--- src/rtl/nv_skid_pipe_stage.sv ---
// Two-entry valid/ready retiming stage with a skid register.
// All outputs come from flops, so out_rdy->in_rdy and in_pd->out_pd have no combinational path.
module nv_skid_pipe_stage #(
  parameter int unsigned WIDTH = 32
) (
  input  logic             CP,
  input  logic             CD,
  input  logic             in_vld,
  output logic             in_rdy,
  input  logic [WIDTH-1:0] in_pd,
  output logic             out_vld,
  input  logic             out_rdy,
  output logic [WIDTH-1:0] out_pd,
  output logic [1:0]       occ
);

  typedef enum logic [1:0] {
    ST_EMPTY = 2'd0,
    ST_ONE   = 2'd1,
    ST_FULL  = 2'd2
  } state_t;

  state_t           r_state;
  logic [WIDTH-1:0] r_main;
  logic [WIDTH-1:0] r_skid;
  logic             r_rst_hold;
  logic             w_accept;
  logic             w_pop;

  // r_rst_hold keeps in_rdy low through the release edge so nothing is accepted on it.
  assign in_rdy   = (r_state != ST_FULL) & ~r_rst_hold;
  assign out_vld  = (r_state != ST_EMPTY);
  assign occ      = r_state;
  assign out_pd   = r_main;
  assign w_accept = in_vld & in_rdy;
  assign w_pop    = out_vld & out_rdy;

  always_ff @(posedge CP or posedge CD) begin
    if (CD) begin
      r_state    <= ST_EMPTY;
      r_main     <= '0;
      r_skid     <= '0;
      r_rst_hold <= 1'b1;
    end else begin
      r_rst_hold <= 1'b0;
      case (r_state)
        ST_EMPTY: begin
          if (w_accept) begin
            r_state <= ST_ONE;
            r_main  <= in_pd;
          end
        end
        ST_ONE: begin
          if (w_accept && w_pop) begin
            r_main <= in_pd;
          end else if (w_accept) begin
            r_state <= ST_FULL;
            r_skid  <= in_pd;
          end else if (w_pop) begin
            r_state <= ST_EMPTY;
          end
        end
        ST_FULL: begin
          if (w_pop) begin
            r_state <= ST_ONE;
            r_main  <= r_skid;
          end
        end
        default: r_state <= ST_EMPTY;
      endcase
    end
  end

endmodule

--- config.mk ---
export PLATFORM = sky130hd
export DESIGN_NAME = nv_skid_pipe_stage
export DESIGN_NICKNAME = d
export VERILOG_FILES = /design/src/rtl/nv_skid_pipe_stage.sv
export SDC_FILE = /design/constraint.sdc
export NUM_CORES = 1
export LEC_CHECK = 0
export CORE_MARGIN = 3
export CORE_UTILIZATION = 52
export CTS_CLUSTER_DIAMETER = 30
export DETAILED_ROUTE_END_ITERATION = 8
export MAX_ROUTING_LAYER = met4
export PLACE_DENSITY = 0.84
export RECOVER_POWER = 25
export SLEW_MARGIN = 5
export SYNTH_ARGS = -nofsm -noshare
export SYNTH_HDL_FRONTEND = slang
export SYNTH_SLANG_ARGS = --single-unit
--- constraint.sdc ---
create_clock -name CP -period 4.71 [get_ports CP]
set_clock_uncertainty 0.1 [all_clocks]
set_input_delay 0.942 -clock CP [delete_from_list [all_inputs] [get_ports CP]]
set_output_delay 0.942 -clock CP [all_outputs]
set_load 0.01 [all_outputs]
==> metrics <==
Post-Route WL 6.18 mm; gr busiest metal met2; grt ovf 0; type of element capturing the critical path asynchronous set/reset pin; RSZ-0062 raised after global routing no; vias in the first global route 2081; Tot GR Track Use 22.0%; Register-to-Register Path Depth 4; Tot Pwr 1.78 mW; Yosys Warn Count 0; root buf cell clkbuf_8; antenna violations before repair 0; Starting Density 54.9%; Crit Path Category in2async; Clk Latency, worst-skew pair 0.34 ns; net count after synthesis 233; final worst path period share 63.2%; worst-path fanout max 55; max-cap viol count 1; worst-case clock buffer depth 2; die area 6420 um2; die height 80.1 um; total CTS buffers 9; biggest area consumer among synthesized cells dfrtp_1; drt pass-1 iters 4; met1 GRT Util 29.5%; CTS tree done; DR iter-0 viols 215; area delta synth->final 31.2%; met2 Usage GRT 32.3%; maximum VDD drop 0.289 mV; post-synth top area share 57.8%; WHS Path Cells 1; post-CTS resize count 0; #FFs+latches synth 67; post-layout min period 2.98 ns; Worst path max stage delay 1.42 ns; Post-CTS Hold Buffers 0; IO buf count 71; Hold Fails Final Rpt 0; vias 2013; first-pass GRT wire length 10.4 mm; nets@finish 302; synthesized area per cell 14.5 um2; synth top area cells dfrtp_1, mux2_2, o32a_1; fill count 364; postcts setup bufs 0; Clock transition at path regs 0.07 ns; setup TNS 0 ns; fmax 336 MHz; failing checks capacitance limit, slew limit; Die Wd 80.1 um; Worst EP arrival 2.92 ns; worst min-delay path class reg2reg; Final Setup Violations 0; Slew HR -34.6%; Area after DPL 3570 um2; vias per std cell 5.90; Setup crit start kind input port; core box area 5200 um2; reg2reg start occ[1]$_DFFE_PP0P_; Reg-to-Reg End out_pd[23]$_DFFE_PP0P_; post-route insts no fill 341; largest net degree at the start of global routing 56; status finished with violations; WP data required 4.65 ns; M3 GR Usage 4.26%; Leak 1.47 nW; count of buffer and inverter cells on the critical path 2; delay-heaviest family, CP buffers and inverters; Yosys cell types 23; gp weighted congestion 0.730; Slew Limit Fails 56; Hold Slack 0.389 ns; Worst R2R Setup Slack 2.44 ns; DRT antenna net count 0; Boundary Pins 72; CTS Sinks 67; layout cell share with drive strength beyond 1 19.9%; hold endpoint out_pd[15]$_DFFE_PP0P_; slowest cell on the critical path inv_1; Slew @ Worst Pin 2.02 ns; PD cells 475 nW/um2; crit-path cells dlygate4sd3_1 > inv_1; DRC violations left 0; WL/cell 18.1 um; placement row count 26; Hold Path Origin out_pd[15]$_DFFE_PP0P_; design area 3750 um2; post-synthesis cell area 2860 um2; CTS H-tree depth 3; Antenna Cells 0; DP Cell Count 325; number of cells produced by synthesis 197; sequential share of the synthesized area 58.7%; dpl hpwl 3.85 mm
==> layer usage <==
| metal | vias to the layer above | part of all wire, % |
|---|---|---|
| met4 | 0 | 1.8 |
| met1 | 1039 | 44 |
| li1 | 893 | - |
| met5 | - | 0 |
| met2 | 69 | 48 |
| met3 | 12 | 5.6 |
==> final cells by class <==
type                       count  area, um2  share of cell area (%)
sequential                    67       1680                    44.8
timing repair buffer          76        761                    20.3
clock buffer                  14        163                    4.34
inverter                       3       11.3                   0.301
clock inverter                 2       10.0                   0.267
tap                           70       87.6                    2.34
multi-input combinational    109       1040                    27.7
==> sequential cells by signal, summed over array words and instances (netlist names) <==
name        cells
r_rst_hold      1
r_skid         32
occ             2
out_pd         32
==> cell usage after synthesis (all sizes together) <==
library cell / instances
a31o: 1
or3b: 1
or2: 1
a21oi: 1
buf: 12
mux2: 32
nand3b: 1
clkbuf: 6
o22ai: 1
a21boi: 1
dfstp: 1
o32a: 32
nor2b: 1
dfrtp: 66
o21ai: 1
nand2b: 1
conb: 1
nor4: 1
inv: 3
o21a: 32
mux2i: 1
==> kinds of logic (layout without fill, tap and decap cells) <==
| family | Yosys count | in the layout | share of synthesized area, % |
|---|---|---|---|
| flops | 67 | 67 | 58.7 |
| mux | 33 | 33 | 13.0 |
| compound gates | 69 | 69 | 21.2 |
| other cells | 1 | 1 | 0.131 |
| simple gates | 6 | 6 | 1.97 |
| buf+inv | 21 | 95 | 5.04 |
==> cells in the final DEF, fill, tap and decap left out <==
| cell | count |
|---|---|
| a21oi_1 | 1 |
| buf_12 | 1 |
| buf_4 | 4 |
| or2_2 | 1 |
| mux2i_1 | 1 |
| o22ai_1 | 1 |
| conb_1 | 1 |
| clkbuf_8 | 11 |
| o21ai_4 | 1 |
| o32a_1 | 32 |
| mux2_2 | 30 |
| dlygate4sd3_1 | 1 |
| nand2b_1 | 1 |
| nor2b_2 | 1 |
| a21boi_0 | 1 |
| or3b_1 | 1 |
| clkbuf_1 | 3 |
| clkdlybuf4s50_1 | 70 |
| mux2_1 | 2 |
| nor4_4 | 1 |
| inv_1 | 3 |
| nand3b_1 | 1 |
| o21a_1 | 32 |
| dfrtp_1 | 66 |
| clkinv_2 | 2 |
| dfstp_2 | 1 |
| a31o_2 | 1 |
==> power by group <==
group	total [mW]	leakage, nW	internal, mW	switching, mW
clock network	0.424	0.0905	0.219	0.205
logic	0.492	0.609	0.315	0.177
registers	0.866	0.774	0.760	0.106
==> worst max-delay path by stage <==
stage | endpoint | start | cells after the start | slack [ns]
floorplan | occ[0]$_DFFE_PP0P_ | CD | 1 | 1.99
global placement | out_pd[3]$_DFFE_PP0P_ | out_rdy | 4 | 1.58
detailed placement | out_pd[23]$_DFFE_PP0P_ | out_rdy | 4 | 1.52
CTS | out_pd[23]$_DFFE_PP0P_ | out_rdy | 4 | 1.88
global route | out_pd[2]$_DFFE_PP0P_ | CD | 2 | 1.27
finish | out_pd[25]$_DFFE_PP0P_ | CD | 2 | 1.73
==> worst register-to-register path, stage by stage, from the launching register on <==
cell and delay [ns]:
dfrtp_1 0.48, or3b_1 0.40, buf_4 0.26, o21ai_4 0.74
o21a_1 0.22
==> per-stage QoR <==
step                worst slack, ns  util, %
CTS                            1.88     72.0
finish                         1.73     72.0
global route                   1.27     72.0
detailed placement             1.52     68.7
global placement               1.58     68.7
floorplan                      1.99        -
No activity file was read; power rests on OpenSTA's default activity.
